[src/rtl/dmem_arb_pkg.sv]
// Shared types and constants for the data-memory arbiter.
// Build option: DMEM_ARB_RR_EN selects round-robin conflict resolution.
package dmem_arb_pkg;

   typedef enum logic {
      OWN_CORE = 1'b0,
      OWN_AUX  = 1'b1
   } owner_t;

   localparam logic [2:0] SZ_B  = 3'd0;
   localparam logic [2:0] SZ_H  = 3'd1;
   localparam logic [2:0] SZ_W  = 3'd2;
   localparam logic [2:0] SZ_BU = 3'd4;
   localparam logic [2:0] SZ_HU = 3'd5;

   localparam int unsigned DEFAULT_STARVE_LIMIT = 8;

endpackage

[src/rtl/dmem_arb_prio.sv]
// Conflict-winner selection: starvation counter by default, round-robin flag
// when DMEM_ARB_RR_EN is defined.
module dmem_arb_prio
   import dmem_arb_pkg::*;
#(
   parameter int unsigned STARVE_LIMIT = DEFAULT_STARVE_LIMIT
) (
   input  logic   clk,
   input  logic   rst,
   input  logic   cReq,
   input  logic   aReq,
   input  logic   aGnt,
   output owner_t winner
);

`ifdef DMEM_ARB_RR_EN
   owner_t lastWin;

   always_ff @(posedge clk) begin
      if (rst)
         lastWin <= OWN_CORE;
      else if (cReq && aReq)
         lastWin <= aGnt ? OWN_AUX : OWN_CORE;
   end

   // The side that lost the previous conflict takes the next one.
   assign winner = (lastWin == OWN_CORE) ? OWN_AUX : OWN_CORE;
`else
   localparam logic [3:0] LIMIT = 4'(STARVE_LIMIT);

   logic [3:0] starveCnt;

   always_ff @(posedge clk) begin
      if (rst)
         starveCnt <= '0;
      else if (aGnt)
         starveCnt <= '0;
      else if (aReq && cReq && (starveCnt != LIMIT))
         starveCnt <= starveCnt + 4'd1;
   end

   assign winner = (starveCnt == LIMIT) ? OWN_AUX : OWN_CORE;
`endif

endmodule

[src/rtl/dmem_arbiter.sv]
// Two-master data-memory arbiter (core + aux) with one-cycle read return.
// Build option: DMEM_ARB_RR_EN selects round-robin conflict resolution.
module dmem_arbiter
   import dmem_arb_pkg::*;
#(
   parameter int unsigned STARVE_LIMIT = DEFAULT_STARVE_LIMIT
) (
   input  logic        clk,
   input  logic        rst,
   input  logic        c_ren,
   input  logic        c_wen,
   input  logic [31:0] c_addr,
   input  logic [31:0] c_wdata,
   input  logic [2:0]  c_size,
   output logic        c_stall,
   output logic [31:0] c_rdata,
   output logic        c_rvalid,
   input  logic        a_req,
   input  logic        a_we,
   input  logic [31:0] a_addr,
   input  logic [31:0] a_wdata,
   input  logic [2:0]  a_size,
   output logic        a_gnt,
   output logic [31:0] a_rdata,
   output logic        a_rvalid,
   output logic        m_ren,
   output logic        m_wen,
   output logic [31:0] m_addr,
   output logic [31:0] m_wdata,
   output logic [2:0]  m_size,
   input  logic [31:0] m_rdata
);

   logic   cReq;
   logic   cGnt;
   logic   aGnt;
   owner_t winner;
   logic   pendValid;
   owner_t pendOwner;

   assign cReq = c_ren | c_wen;
   assign cGnt = ~rst & cReq & (~a_req | (winner == OWN_CORE));
   assign aGnt = ~rst & a_req & (~cReq | (winner == OWN_AUX));

   assign a_gnt   = aGnt;
   assign c_stall = ~rst & cReq & ~cGnt;

   dmem_arb_prio #(
      .STARVE_LIMIT(STARVE_LIMIT)
   ) u_prio (
      .clk   (clk),
      .rst   (rst),
      .cReq  (cReq),
      .aReq  (a_req),
      .aGnt  (aGnt),
      .winner(winner)
   );

   // A core request with both enables set is a store.
   always_comb begin
      m_ren   = 1'b0;
      m_wen   = 1'b0;
      m_addr  = '0;
      m_wdata = '0;
      m_size  = '0;
      if (cGnt) begin
         m_ren   = c_ren & ~c_wen;
         m_wen   = c_wen;
         m_addr  = c_addr;
         m_wdata = c_wdata;
         m_size  = c_size;
      end else if (aGnt) begin
         m_ren   = ~a_we;
         m_wen   = a_we;
         m_addr  = a_addr;
         m_wdata = a_wdata;
         m_size  = a_size;
      end
   end

   always_ff @(posedge clk) begin
      if (rst) begin
         pendValid <= 1'b0;
         pendOwner <= OWN_CORE;
      end else begin
         pendValid <= m_ren;
         pendOwner <= aGnt ? OWN_AUX : OWN_CORE;
      end
   end

   assign c_rvalid = ~rst & pendValid & (pendOwner == OWN_CORE);
   assign a_rvalid = ~rst & pendValid & (pendOwner == OWN_AUX);
   assign c_rdata  = m_rdata;
   assign a_rdata  = m_rdata;

endmodule

[config.mk]
export PLATFORM = sky130hd
export DESIGN_NAME = dmem_arbiter
export DESIGN_NICKNAME = d
export VERILOG_FILES = /design/src/rtl/dmem_arb_pkg.sv /design/src/rtl/dmem_arb_prio.sv /design/src/rtl/dmem_arbiter.sv
export SDC_FILE = /design/constraint.sdc
export NUM_CORES = 1
export LEC_CHECK = 0
export ABC_AREA = 1
export BUFFER_PORTS_ARGS = -buffer_cell sky130_fd_sc_hd__buf_2
export CAP_MARGIN = 10
export CORE_AREA = 3 3 117 119
export DETAILED_ROUTE_END_ITERATION = 10
export DIE_AREA = 0 0 120 122
export PLACE_DENSITY_LB_ADDON = 0.1
export REMOVE_ABC_BUFFERS = 1
export SKIP_LAST_GASP = 1
export SYNTH_ARGS = -nofsm -noshare
export SYNTH_HDL_FRONTEND = slang
export SYNTH_SLANG_ARGS = --single-unit
export TNS_END_PERCENT = 1
[constraint.sdc]
create_clock -name clk -period 3.2 [get_ports clk]
set_clock_uncertainty 0.05 [all_clocks]
set_input_delay 0.32 -clock clk [delete_from_list [all_inputs] [get_ports clk]]
set_output_delay 0.32 -clock clk [all_outputs]
set_load 0.02 [all_outputs]
==> impl_metrics.csv <==
group,metric,value,unit
outcome,status,"complete, no violations",
power_and_ir_drop,p_int,365,uW
worst_setup_path,crit_chain,"inv_1, ha_1, nand4_1, nand2_1, inv_2, buf_4, nand2_1, o21ai_0, buf_2",
placement,place_ws,1110,ps
global_routing,antenna_found_initial,0,
die,row_count,41,
cts,htreeDepth,1,
drt,vias_per_cell,3.68,
timing,period_minus_slack,2300,ps
cells_and_area,final_cell_mix,"221 x nand2_1, 212 x buf_2, 9 x inv_1",
placement,port_buffers,212,
global_routing,grt_use_total,0.119,
placement,gp_congestion,0.742,
drt,wirelength,9.64,mm
timing,slew_viol_final,0,
worst_setup_path,crit_buf_inv,4,
power_and_ir_drop,power_switching,221,uW
drt,post_drt_wl_per_cell,14.8,um
drt,vias,2404,
cts,numCtsBuffers,3,
flow_run,drv_cap,0,
cts,clock_tree.root_cell,"clkbuf_16",
cts,cts_resized,0,
power_and_ir_drop,ir_worst_vdd,0.146,mV
synthesis,syn_avg_cell_area,5.02,um^2
worst_setup_path,path_delay_family,"buffers and inverters",
timing,slew_headroom,0.723,
worst_setup_path,cpPeakStageDelay,380,ps
die,dieArea,0.0146,mm^2
drt,drtAntennaViolNets,0,
timing,fmax,0.436,GHz
cts,post_cts_buffers,0,
cts,cts_hold_buf,0,
worst_setup_path,worstPathArrival,1930,ps
global_routing,grt_pass1_vias,2298,
worst_setup_path,crit_path_end_kind,"output pin",
worst_setup_path,crit_top_cell,"nand2_1",
timing,fin_setup_tns,0,ps
cts,clkTransAtPathRegs,30,ps
cells_and_area,nets,657,
timing,setup_ws,905,ps
synthesis,synth.ff_latch_count,6,
cells_and_area,synthToLayoutAreaGrowth,47.4,%
cts,cts_tree,"built",
worst_hold_path,min_path_type,"input pin to flip-flop",
power_and_ir_drop,seqPwrFrac,0.137,
die,die_h,122,um
drt,drtIter0Drc,81,
placement,dp_hpwl,8.20,mm
global_routing,grt_overflow_total,0,
synthesis,synthCells,341,
worst_setup_path,cp-start-kind,"flip-flop",
timing,worst_pin_slew,415,ps
die,ios,309,
global_routing,grt_pass1_wl,13.3,mm
cts,clock_sinks,6,
worst_setup_path,cp_slowest_cell,"dfxtp_1",
cts,insertion_delay,220,ps
drt,drc,0,
power_and_ir_drop,switching_share,0.377,
power_and_ir_drop,pwr-share-comb,0.521,
worst_setup_path,crit_type,"flip-flop to output pin",
die,core,0.0127,mm^2
cells_and_area,antenna_cells,0,
synthesis,ys_warn_count,0,
cells_and_area,fillers,1530,
power_and_ir_drop,power_leakage,0.00171,uW
drt,firstDrtPassIters,4,
die,start_util,0.135,
die,die_x,120,um
synthesis,syn_area,0.00171,mm^2
synthesis,yosysUniqueCellTypes,18,
cts,clockBufferDepth,2,
cells_and_area,final_common_cell,"nand2_1",
cells_and_area,drive_above_1_share,0.466,
worst_setup_path,cp.required,2830,ps
worst_setup_path,critPathMaxFanout,39,
timing,finalSetupViolations,0,
synthesis,yosysSeqAreaShare,0.0702,
power_and_ir_drop,powerDensity,233,mW/mm^2
global_routing,grt_max_degree,64,
timing,finalHoldViolCount,0,
power_and_ir_drop,power_frac_clock,0.341,
timing,rsz0062_at_grt,"no",
timing,min_period_over_period,0.717,
power groups by stage:
stage	combinational (uW)	sequential (uW)	clock, uW
after floorplan	150	81.2	0
after global placement	314	81.6	0
after detailed placement	310	81.6	0
after CTS	311	80.6	204
after global routing	338	80.9	210
final	306	80.6	200
flip-flops by register name, indices dropped and copies added (netlist names):
signal            count
u_prio.starveCnt      4
pendOwner             1
pendValid             1
per-stage QoR:
step           area (um^2)  std cells  total power (uW)  hold slack (ps)  utilization
2_1_floorplan         1130        263               231              382            -
3_3_place_gp          2450        650               395              457        0.193
3_5_place_dp          2450        650               392              460        0.193
4_1_cts               2520        653               596              346        0.199
5_1_grt               2520        653               629              351        0.199
6_report              2520        653               586              341        0.199
per-layer routing:
metal	part of all wire	up-vias	track usage
li1	-	1230	-
met1	0.37	957	0.133
met2	0.43	207	0.170
met3	0.18	6	0.102
met4	0.0031	4	0.00859
met5	0.014	-	0.101
cell usage after synthesis, drive strengths merged:
library cell,count,area share
a21oi,4,0.012
dfxtp,6,0.070
nor2,8,0.019
xor2,1,0.0051
ha,2,0.015
inv,12,0.026
o21ai,3,0.0088
nand4,2,0.0073
nand3,2,0.0088
nor3,1,0.0029
nand2,222,0.49
buf,78,0.34
worst register-to-register path: cells and delay by family (launching register included):
family | cells | cell delay [ps]
fa+ha+maj | 1 | 240
simple gates | 3 | 320
buf+inv | 3 | 490
flops | 1 | 380
compound gates | 1 | 140
final timing paths:
path / from / cells after the start / end / slack [ps]
worst max-delay path: u_prio.starveCnt[0] / 9 / m_ren / 900
worst min-delay path: a_we / 2 / pendValid / 340
worst max register to register: u_prio.starveCnt[0] / 8 / pendValid / 1480
worst min register to register: u_prio.starveCnt[0] / 2 / u_prio.starveCnt[0] / 460
area by class of cell:
| type | instances | area, um^2 | share of cell area |
|---|---|---|---|
| Timing Repair Buffer | 215 | 1100 | 0.435 |
| Multi-Input combinational cell | 245 | 970 | 0.385 |
| Tap cell | 172 | 215 | 0.0854 |
| Sequential cell | 6 | 120 | 0.0476 |
| Clock buffer | 3 | 75.1 | 0.0298 |
| Inverter | 12 | 45.0 | 0.0179 |
cells by family after synthesis:
| family | share of synthesized area |
|---|---|
| AOI/OAI and AO/OA | 0.0205 |
| xor gates and xnor gates | 0.00512 |
| adders and majority gates | 0.0146 |
| buffers and inverters | 0.363 |
| DFF | 0.0702 |
| and+or+nand+nor | 0.527 |
Note: power is estimated with default switching activity, not from simulation.
